### src/rtl/imem_loader_pkg.sv
`default_nettype none
// ============================================================================
//  Module      : imem_loader_pkg
//  Description : Shared types and constants for the instruction-memory loader.
//  Revision    : 1.0 - initial release
// ============================================================================
package imem_loader_pkg;

    localparam int c_LEN_WIDTH      = 16;
    localparam int c_BYTES_PER_WORD = 4;

    typedef enum logic [2:0] {
        ST_IDLE   = 3'd0,
        ST_LEN_LO = 3'd1,
        ST_LEN_HI = 3'd2,
        ST_CHECK  = 3'd3,
        ST_LOAD   = 3'd4,
        ST_DONE   = 3'd5,
        ST_ERR    = 3'd6
    } state_t;

    // Stream is little-endian, memory words are big-endian: mirror the lane.
    function automatic logic [c_LEN_WIDTH-1:0] swap_byte_addr(input logic [c_LEN_WIDTH-1:0] n);
        return {n[c_LEN_WIDTH-1:2], ~n[1:0]};
    endfunction

    function automatic logic holds_core(input state_t s);
        return (s == ST_LEN_LO) || (s == ST_LEN_HI) || (s == ST_CHECK) ||
               (s == ST_LOAD)   || (s == ST_ERR);
    endfunction

endpackage
`default_nettype wire

### src/rtl/imem_loader.sv
`default_nettype none
// ============================================================================
//  Module      : imem_loader
//  Description : Boot-time byte-stream loader for the instruction memory.
//  Revision    : 1.0 - initial release
// ============================================================================
module imem_loader
    import imem_loader_pkg::*;
#(
    parameter int IMEM_ADDR_WIDTH = 32,
    parameter int IMEM_WIDTH      = 8,
    parameter int IMEM_DEPTH      = 256
) (
    input  logic                       clk,
    input  logic                       rst,
    input  logic                       start,
    input  logic [7:0]                 s_data,
    input  logic                       s_valid,
    output logic                       s_ready,
    output logic                       wr_en,
    output logic [IMEM_ADDR_WIDTH-1:0] wr_addr,
    output logic [IMEM_WIDTH-1:0]      wr_data,
    output logic                       cpu_hold,
    output logic                       busy,
    output logic                       done,
    output logic                       error
);

    localparam logic [c_LEN_WIDTH:0]   c_DEPTH     = (c_LEN_WIDTH+1)'(IMEM_DEPTH);
    localparam logic [c_LEN_WIDTH-1:0] c_WORD_MASK = c_LEN_WIDTH'(c_BYTES_PER_WORD - 1);

    state_t                  r_state;
    state_t                  w_state_next;
    logic [c_LEN_WIDTH-1:0]  r_len;
    logic [c_LEN_WIDTH-1:0]  r_byte_cnt;
    logic                    w_xfer;
    logic                    w_start_ok;
    logic                    w_len_bad;
    logic                    w_last_byte;

    assign w_xfer      = s_valid & s_ready;
    assign w_start_ok  = start & ((r_state == ST_IDLE) || (r_state == ST_DONE) || (r_state == ST_ERR));
    assign w_len_bad   = ((r_len & c_WORD_MASK) != '0) || ({1'b0, r_len} > c_DEPTH);
    assign w_last_byte = (r_byte_cnt == (r_len - c_LEN_WIDTH'(1)));

    always_comb begin
        w_state_next = r_state;
        s_ready      = 1'b0;
        case (r_state)
            ST_IDLE, ST_DONE, ST_ERR: begin
                if (start) w_state_next = ST_LEN_LO;
            end
            ST_LEN_LO: begin
                s_ready = 1'b1;
                if (s_valid) w_state_next = ST_LEN_HI;
            end
            ST_LEN_HI: begin
                s_ready = 1'b1;
                if (s_valid) w_state_next = ST_CHECK;
            end
            ST_CHECK: begin
                if (r_len == '0)    w_state_next = ST_DONE;
                else if (w_len_bad) w_state_next = ST_ERR;
                else                w_state_next = ST_LOAD;
            end
            ST_LOAD: begin
                s_ready = 1'b1;
                if (s_valid && w_last_byte) w_state_next = ST_DONE;
            end
            default: w_state_next = ST_IDLE;
        endcase
    end

    // Status outputs are registered from the next state so they line up with r_state.
    always_ff @(posedge clk or posedge rst) begin
        if (rst) begin
            r_state    <= ST_IDLE;
            r_len      <= '0;
            r_byte_cnt <= '0;
            wr_en      <= 1'b0;
            wr_addr    <= '0;
            wr_data    <= '0;
            cpu_hold   <= 1'b0;
            busy       <= 1'b0;
            done       <= 1'b0;
            error      <= 1'b0;
        end else begin
            r_state  <= w_state_next;
            wr_en    <= 1'b0;
            cpu_hold <= holds_core(w_state_next);
            busy     <= holds_core(w_state_next);
            done     <= (w_state_next == ST_DONE) && (r_state != ST_DONE);
            error    <= (w_state_next == ST_ERR);

            if (w_start_ok) begin
                r_len      <= '0;
                r_byte_cnt <= '0;
            end

            if (w_xfer) begin
                case (r_state)
                    ST_LEN_LO: r_len[7:0]  <= s_data;
                    ST_LEN_HI: r_len[15:8] <= s_data;
                    ST_LOAD: begin
                        wr_en      <= 1'b1;
                        wr_addr    <= IMEM_ADDR_WIDTH'(swap_byte_addr(r_byte_cnt));
                        wr_data    <= IMEM_WIDTH'(s_data);
                        r_byte_cnt <= r_byte_cnt + c_LEN_WIDTH'(1);
                    end
                    default: ;
                endcase
            end
        end
    end

endmodule
`default_nettype wire
### config.mk
export PLATFORM = sky130hd
export DESIGN_NAME = imem_loader
export DESIGN_NICKNAME = d
export VERILOG_FILES = /design/src/rtl/imem_loader_pkg.sv /design/src/rtl/imem_loader.sv
export SDC_FILE = /design/constraint.sdc
export NUM_CORES = 1
export LEC_CHECK = 0
export BUFFER_PORTS_ARGS = -buffer_cell sky130_fd_sc_hd__buf_2
export CAP_MARGIN = 20
export CORE_MARGIN = 2
export CORE_UTILIZATION = 35
export DETAILED_ROUTE_END_ITERATION = 6
export GPL_ROUTABILITY_DRIVEN = 0
export SLEW_MARGIN = 20
export SYNTH_ARGS = -nofsm -noshare
export SYNTH_HDL_FRONTEND = slang
export SYNTH_SLANG_ARGS = --single-unit
### constraint.sdc
create_clock -name clk -period 5.9 [get_ports clk]
set_clock_uncertainty 0.2 [all_clocks]
set_input_delay 1.475 -clock clk [delete_from_list [all_inputs] [get_ports clk]]
set_output_delay 1.475 -clock clk [all_outputs]
set_load 0.05 [all_outputs]
==> impl_metrics.toml <==
[final_layout]
fin_nets = 439
layoutNonFillerInstCount = 559
drive_above_1_share_pct = 17.4
area_growth_pct = 11.6
antenna_cells = 0
final_area_sq_um = 3790

[timing]
setup_viol = 0
worstMarginPinSlew_ps = 936
relSlewSlack_pct = 37.4
max_freq_ghz = 0.278
rsz0062_at_grt = "no"
finalCritPeriodShare_pct = 61.0
min_period_ps = 3600
slew_viol_final = 0
setup_tns_ps = 0
hold_violations = 0

[global_routing]
grt_use_total_pct = 15.4
grt-busiest-layer = "met2"
grt_max_degree = 64
use_met2_pct = 23.6
use_met1_pct = 21.1
grt_pass1_wl_um = 12500
antenna_found_initial = 0
grt_pass1_vias = 2451
overflow = 0
grtUsageMet3_pct = 3.53

[routing]
vias_per_cell = 4.77
wire_per_inst_um = 13.3
drt_iter0_markers = 122
detail-route-antenna-nets = 0
finalWirelength_um = 7430
drc = 0
drt-pass1-iter-count = 4
vias = 2668

[synthesis]
synth_area_sq_um = 3400
ys_top_cells_by_count = "nand2_1 (113), dfrtp_1 (63), o21ai_0 (28), buf_4 (18)"
yosysTopAreaCell = "dfrtp_1"
ys_async_sr_fraction_pct = 100
yosysUniqueCellTypes = 51
synth_cells = 390
postSynthAreaPerCell_sq_um = 8.71
yosysMostFrequentCell = "nand2_1"
synth_top_area_share_pct = 46.4
synth-seq-cells = 63
synth_flop_cell = "dfrtp_1"
yosysSeqAreaShare_pct = 46.4
synth.top_cells.by_area = "dfrtp_1 (46%), nand2_1 (12%), o21ai_0 (4.1%)"
synth-edff-count = 0
yosysWarnings = 0

[power_and_ir_drop]
pwr-share-comb_pct = 48.7
cellInternalPower_mw = 0.994
ir_worst_vdd_v = 0.000209
p_per_area_nw_per_um2 = 493
sw_frac_of_total_pct = 46.8
power_frac_seq_pct = 34.4
p_sw_mw = 0.875
p_clk_share_pct = 16.9
p_leak_nw = 1.86

[worst_setup_path]
cpPeakStageDelay_ps = 590
crit_path_top_delay_cell = "nand3_2"
startpoint_type = "primary input"
arrival_ps = 3680
critPathTopFamily = "simple AND/OR/NAND/NOR gates"
endpoint_kind = "register"
required_ps = 5990
startpoint = "s_valid"
worst-path-stages = 7
rr_startpoint = "r_state[1]"
cp_num_buf_inv = 1
path_class = "primary input to register"
reg2regPathDepth = 7
path_cells = "buf_2, nand3_2, nor4_4, nand3_1, or3_1, or4b_1, nand2_1"
path_max_fanout = 33

[cts]
cts_tree = "yes"
root_buffer = "clkbuf_8"
numCtsBuffers = 9
holdBufCountCts = 0
clock_latency_ps = 350
htreeDepth = 3
cts.path.max_buffers = 2
postCtsSetupRepairBufs = 0
cts_sinks = 63
post_cts_resized = 0
clk_pin_slew_ps = 60

[run]
drv_cap = 0

[status]
status = "finished, final reports clean"

[floorplanning]
io_pins = 58
dieHeight_um = 103
dieArea_sq_um = 10500
std_cell_rows = 35
core-area_sq_um = 9330
initial_core_util_pct = 36.4
die_w_um = 103

[place]
dpl_cell_area_sq_um = 3630
dp_cells = 543
io_buffers = 41
dp_hpwl_um = 5290

[min_path]
min_from = "wr_data[2]"
hold_depth = 2
min_path_type = "register to register"
[worst paths after layout]
path                          endpoint  slack (ps)
max                               done        2300
min                         wr_data[2]         270
max reg2reg                       done        2830
min reg2reg                 wr_data[2]         270
max in group asynchronous     r_len[2]        3850
min in group asynchronous  wr_addr[11]        1150
[worst reg2reg max path: stages (launching register included)]
cell and delay, ps:
dfrtp_1 510, nor2_1 220, nand3_2 610, nor4_4 500, nand3_1 100, or3_1 300, or4b_1 500, nand2_1 70
[flip-flops by register name, summed over array words and instances, names as in the netlist]
signal / cells
done: 1
r_len: 16
wr_addr: 16
r_state: 3
wr_data: 8
busy: 1
error: 1
wr_en: 1
r_byte_cnt: 16
[per-stage QoR]
stage | worst slack, ps | util, % | power, mW | hold slack, ps
3_5_place_dp | 1930 | 38.9 | 1.56 | 257
5_1_grt | 2140 | 40.6 | 2.00 | 287
6_report | 2300 | 40.6 | 1.87 | 271
4_1_cts | 2280 | 40.6 | 1.88 | 278
2_1_floorplan | 2580 | - | 1.38 | 285
3_3_place_gp | 2010 | 38.9 | 1.55 | 256
[per-layer routing]
metal / vias to the layer above / wire length [um] / part of all wire [%]
met4: 0 / 123 / 1.7
met2: 57 / 3420 / 46
met3: 8 / 381 / 5.1
li1: 1339 / - / -
met5: - / 0 / 0
met1: 1264 / 3500 / 47
[kinds of logic (layout without fill, tap and decap cells)]
| family | count (synthesis) | in the layout | share of synthesized area, % |
|---|---|---|---|
| and+or+nand+nor | 191 | 191 | 26.6 |
| DFF | 63 | 63 | 46.4 |
| AOI/OAI and AO/OA | 55 | 55 | 9.50 |
| buffers and inverters | 46 | 71 | 7.51 |
| xor gates and xnor gates | 27 | 27 | 7.62 |
| muxes | 5 | 5 | 1.47 |
| adders and majority gates | 2 | 2 | 0.737 |
| other | 1 | 16 | 0.110 |
[power groups by stage]
stage	Clock, mW	Combinational [mW]	Sequential [mW]
2_1_floorplan	0	0.645	0.737
3_3_place_gp	0	0.897	0.649
3_5_place_dp	0	0.913	0.648
4_1_cts	0.323	0.915	0.643
5_1_grt	0.350	0.988	0.661
6_report	0.316	0.910	0.643
[area by class of cell]
class	count	area, sq um
fill	945	5540
clock inverter	4	22.5
clock buffer	12	135
inverter	10	37.5
tap	129	161
multi-input combinational	296	1620
sequential	63	1580
timing repair buffer	45	235
[cells in the final DEF (no fill, tap or decap), drive strengths merged, types with 3 or more instances in the layout]
master / instances
nor2b: 3
and3: 3
conb: 16
o21ai: 33
xnor2: 15
nand3: 17
or4: 4
o31ai: 4
nand4: 4
nor4: 5
or3: 8
inv: 10
mux2i: 5
xor2: 12
nor2: 16
buf: 45
clkbuf: 12
nor3: 7
a21oi: 7
nand2: 113
dfrtp: 63
clkinv: 3
(Power assumes the default switching activity.)
